--- src/rtl/of_alu_pipe_reg.sv ---
// Elastic OF->ALU pipeline register: two-entry skid buffer with a registered ready_OF and a synchronous flush.
// Defining OFALU_PIPE_FWD_EN adds the rs*_OF inputs and the combinational fwd*_hit outputs.
module of_alu_pipe_reg #(
   parameter int unsigned DATA_W    = 32,
   parameter int unsigned ALU_SIG_W = 13,
   parameter int unsigned REG_AW    = 5
) (
   input  logic                 clk,
   input  logic                 rst_n,
   input  logic                 valid_OF,
   output logic                 ready_OF,
   input  logic [DATA_W-1:0]    op1_OF,
   input  logic [DATA_W-1:0]    op2_OF,
   input  logic [ALU_SIG_W-1:0] aluSignals_OF,
   input  logic [REG_AW-1:0]    rd_OF,
   input  logic                 isWb_OF,
   input  logic                 flush,
`ifdef OFALU_PIPE_FWD_EN
   input  logic [REG_AW-1:0]    rs1_OF,
   input  logic [REG_AW-1:0]    rs2_OF,
   output logic                 fwd1_hit,
   output logic                 fwd2_hit,
`endif
   output logic                 valid_ALU,
   input  logic                 ready_ALU,
   output logic [DATA_W-1:0]    op1_ALU,
   output logic [DATA_W-1:0]    op2_ALU,
   output logic [ALU_SIG_W-1:0] aluSignals_ALU,
   output logic [REG_AW-1:0]    rd_ALU,
   output logic                 isWb_ALU
);

   typedef struct packed {
      logic [DATA_W-1:0]    op1;
      logic [DATA_W-1:0]    op2;
      logic [ALU_SIG_W-1:0] alu;
      logic [REG_AW-1:0]    rd;
      logic                 wb;
   } payload_t;

   typedef enum logic [1:0] {
      EMPTY = 2'd0,
      ONE   = 2'd1,
      FULL  = 2'd2
   } occ_e;

   occ_e     state_q, state_d;
   payload_t out_q, out_d;
   payload_t skid_q, skid_d;
   payload_t in_pl;
   logic     ready_q, ready_d;
   logic     valid_q, valid_d;
   logic     acc, con;
   logic     ld_out_in, ld_out_skid, ld_skid;

   assign in_pl = '{op1: op1_OF, op2: op2_OF, alu: aluSignals_OF, rd: rd_OF, wb: isWb_OF};

   always_comb begin
      acc         = valid_OF & ready_q;
      con         = valid_q & ready_ALU;
      state_d     = state_q;
      ld_out_in   = 1'b0;
      ld_out_skid = 1'b0;
      ld_skid     = 1'b0;
      case (state_q)
         EMPTY: if (acc) begin
            state_d   = ONE;
            ld_out_in = 1'b1;
         end
         ONE: begin
            if (acc && con) begin
               ld_out_in = 1'b1;
            end else if (acc) begin
               state_d = FULL;
               ld_skid = 1'b1;
            end else if (con) begin
               state_d = EMPTY;
            end
         end
         FULL: if (con) begin
            state_d     = ONE;
            ld_out_skid = 1'b1;
         end
         default: state_d = EMPTY;
      endcase
      // Flush wins over everything, including an entry accepted this cycle.
      if (flush) begin
         state_d     = EMPTY;
         ld_out_in   = 1'b0;
         ld_out_skid = 1'b0;
         ld_skid     = 1'b0;
      end
      out_d = out_q;
      if (ld_out_in)
         out_d = in_pl;
      else if (ld_out_skid)
         out_d = skid_q;
      skid_d  = ld_skid ? in_pl : skid_q;
      ready_d = (state_d != FULL);
      valid_d = (state_d != EMPTY);
   end

   always_ff @(posedge clk or negedge rst_n) begin
      if (!rst_n) begin
         state_q <= EMPTY;
         out_q   <= '0;
         skid_q  <= '0;
         ready_q <= 1'b1;
         valid_q <= 1'b0;
      end else begin
         state_q <= state_d;
         out_q   <= out_d;
         skid_q  <= skid_d;
         ready_q <= ready_d;
         valid_q <= valid_d;
      end
   end

   assign ready_OF       = ready_q;
   assign valid_ALU      = valid_q;
   assign op1_ALU        = out_q.op1;
   assign op2_ALU        = out_q.op2;
   assign aluSignals_ALU = out_q.alu;
   assign rd_ALU         = out_q.rd;
   assign isWb_ALU       = out_q.wb & valid_q;

`ifdef OFALU_PIPE_FWD_EN
   assign fwd1_hit = valid_q & out_q.wb & (out_q.rd == rs1_OF) & (rs1_OF != '0);
   assign fwd2_hit = valid_q & out_q.wb & (out_q.rd == rs2_OF) & (rs2_OF != '0);
`endif

endmodule

--- config.mk ---
export PLATFORM = sky130hd
export DESIGN_NAME = of_alu_pipe_reg
export DESIGN_NICKNAME = d
export VERILOG_FILES = /design/src/rtl/of_alu_pipe_reg.sv
export SDC_FILE = /design/constraint.sdc
export NUM_CORES = 1
export LEC_CHECK = 0
export ABC_CLOCK_PERIOD_IN_PS = 3550
export CORE_ASPECT_RATIO = 2
export CORE_MARGIN = 1
export CORE_UTILIZATION = 40
export CTS_CLUSTER_SIZE = 40
export DETAILED_ROUTE_END_ITERATION = 10
export PLACE_DENSITY = 0.71
export REMOVE_ABC_BUFFERS = 1
export SLEW_MARGIN = 20
export SYNTH_ARGS = -nofsm -noshare
export SYNTH_HDL_FRONTEND = slang
export SYNTH_SLANG_ARGS = --single-unit
--- constraint.sdc ---
create_clock -name clk -period 3.55 [get_ports clk]
set_input_delay 0.355 -clock clk [delete_from_list [all_inputs] [get_ports clk]]
set_output_delay 0.355 -clock clk [all_outputs]
set_load 0.03 [all_outputs]
==> impl_metrics.ini <==
[clock_tree]
clkSinkCount = 170
numCtsBuffers = 17
clockBufferDepth = 2
htree_levels = 4
clkLatencyLatePin_ns = 0.43
ctsResizeCount = 0
root_buffer = clkbuf_16
cts_tree = built
cts_setup_buffers = 0
clkTransAtPathRegs_ns = 0.07
postCtsHoldBufs = 0

[cells_and_area]
drive_gt1_share_pct = 13.78
area_growth_pct = 22.83
nNetsFinal = 895
instances_no_fill = 1088

[worst_setup_path]
crit_top_cell = buf_4
cp_max_fo = 90
cp.arrival_ns = 2.65
crit-reg2reg-launch = state_q[0]
cp-end-kind = flop
reg2reg_to = op2_ALU[10]
rrSetupSlack_ns = 1.23
cpPeakStageDelay_ns = 0.71
rr_worst_depth = 4
critPathLaunchType = flop
crit_required_ns = 3.88
cpMaxStageDelayCell = buf_4
crit_chain = buf_4, buf_4, o21ai_0, a31oi_1
path_class = flop to flop

[sta]
min_period_over_period_pct = 65.23
layout_min_cycle_time_ns = 2.316
worst_pin_slew_ns = 1.054
rsz0062_at_grt = no
max_freq_mhz = 431.9
hold_viol = 12
setup_viol = 0
skew_ns = 0.01328
slew_viol_final = 0
max_slew_margin_pct = 29.73
whs_ns = -0.02778

[detailed_routing]
drt_first_pass_iters = 5
dr.first_iter.drc_count = 389
avgViaCountPerCell = 5.660
remaining_drc_errors = 0
routedWlPerCell_um = 20.19
wl_um = 21960
ant_nets = 0
vias = 6158

[yosys]
syn_area_per_cell_um2 = 11.19
yosysSeqAreaShare_pct = 50.29
synth.distinct_cells = 28
synthArstFlopShare_pct = 100.0
yosysWarnings = 0
synthCells = 756
ys_seq_elements = 170
synth.top_cell.area_share_pct = 49.98
synth_top_flop_cell = dfrtp_1
yosys.area.top_type = dfrtp_1
synth_area_um2 = 8462
synth_area_leaders = dfrtp_1 (50%), mux2_4 (11%), buf_4 (7.4%), nand3b_1 (7.4%), a31oi_1 (6.1%)
synth_edf_count = 0

[power]
power_leakage_uw = 0.004138
switchingPower_uw = 2590
pwr-share-clk_pct = 25.7
totalPowerFinal_uw = 7846
seqPwrFrac_pct = 40.3
sw_frac_of_total_pct = 33.01
peakVddDrop_mv = 0.3591
p_int_uw = 5256
p_per_area_nw_per_um2 = 754.9
comb_power_share_pct = 34.0

[min_path]
hp-class = input port to asynchronous set/reset pin

[placed_design]
portBuffers = 172
dp.cells = 1054
dp_hpwl_um = 13230
gp_congestion = 0.7845

[flow_run]
drv_cap = 0

[floorplan]
initial_core_util_pct = 41.17
die-area_um2 = 21780
die_w_um = 104.8
core_area_um2 = 20550
io_pins = 173
fp.dieH_um = 207.7
rows = 74

[global_route]
antenna_found_initial = 2
track_usage_pct = 20.52
grt_pass1_wl_um = 34840
grt-ovfl-total = 0
grt_max_degree = 91
grt_pass1_vias = 6425

[outcome]
status = finished with violations
violations = hold timing
power by group through the flow:
| stage | clock network (µW) | logic [µW] | registers (µW) |
|---|---|---|---|
| 2_1_floorplan | 0 | 1060 | 3680 |
| 3_3_place_gp | 0 | 2620 | 3160 |
| 3_5_place_dp | 0 | 2690 | 3170 |
| 4_1_cts | 2070 | 2700 | 3150 |
| 5_1_grt | 2140 | 2830 | 3250 |
| 6_report | 2020 | 2670 | 3160 |
per-stage QoR:
stage / instance area (µm²) / setup TNS, ns / hold slack [ns] / util [%] / worst slack (ns)
global placement: 9754 / 0 / 0.4587 / 47.46 / 1.091
detailed placement: 9754 / 0 / 0.4664 / 47.46 / 1.039
floorplan: 7518 / -459.88 / 0.05941 / - / -3.310
finish: 10390 / 0 / -0.02778 / 50.57 / 1.234
global route: 10390 / 0 / 0.02721 / 50.57 / 1.088
CTS: 10390 / 0 / 0.002427 / 50.54 / 1.271
state kept, by name (all words and copies together), names as in the netlist:
name            cells
out_q               1
ready_OF            1
valid_ALU           1
op2_ALU            32
state_q             2
aluSignals_ALU     13
skid_q             83
op1_ALU            32
rd_ALU              5
area by class of cell:
type	count	area, µm²
multi-input cells	432	3297
flip-flops and latches	170	4259
repair buffers	186	1866
clock buffers	19	442.9
clock inverters	13	191.4
well taps	266	332.8
fillers	1899	10160
diodes	2	5.005
cells in the mapped netlist, types with 2 or more instances:
cell,count
buf_4,83
mux2_4,60
buf_6,7
and2_1,2
a31oi_1,83
buf_1,7
o21ai_0,82
nand2_1,3
nand3b_1,83
dfrtp_1,169
mux2_1,23
clkbuf_1,56
nor3_1,83
kinds of logic after synthesis:
| group | Yosys count | synth area share, % |
|---|---|---|
| and+or+nand+nor | 178 | 13.26 |
| AOI/OAI and AO/OA | 169 | 11.37 |
| xor gates and xnor gates | 1 | 0.1035 |
| buffers and inverters | 154 | 11.15 |
| DFF | 170 | 50.29 |
| muxes | 84 | 13.83 |
placed cells by master, fill, tap and decap left out, types with 3 or more instances in the layout:
cell | netlist | layout
mux2_4 | 60 | 60
clkdlybuf4s50_1 | 0 | 171
dfrtp_1 | 169 | 168
nand3b_1 | 83 | 83
buf_4 | 83 | 11
a31oi_1 | 83 | 83
o21ai_0 | 82 | 82
mux2_1 | 23 | 23
nand2_1 | 3 | 3
buf_12 | 0 | 3
clkbuf_16 | 0 | 17
nor3_1 | 83 | 83
bufinv_16 | 0 | 4
clkinvlp_4 | 0 | 3
inv_6 | 0 | 3
routing by layer:
layer / vias up / GRT usage, % / wire, µm
met5: - / 0 / 0
met4: 0 / 13.21 / 1101
met3: 62 / 3.454 / 797
met2: 222 / 33.77 / 11180
met1: 3108 / 24.63 / 8880
li1: 2766 / - / -
worst max-delay path by stage:
| stage | from | to | cells after the start |
|---|---|---|---|
| finish | state_q[0] | op2_ALU[10] | 4 |
| global route | state_q[0] | op2_ALU[10] | 4 |
| CTS | state_q[0] | op2_ALU[10] | 4 |
| detailed placement | ready_ALU | skid_q[74] | 5 |
| global placement | ready_ALU | skid_q[74] | 5 |
| floorplan | state_q[0] | skid_q[0] | 3 |
critical path: cells and delay by family (launching register included):
family | cells | cell delay (ns)
AOI/OAI and AO/OA | 2 | 0.49
DFF | 1 | 0.42
buffers and inverters | 2 | 1.27
Note: power is estimated with default switching activity, not from simulation.
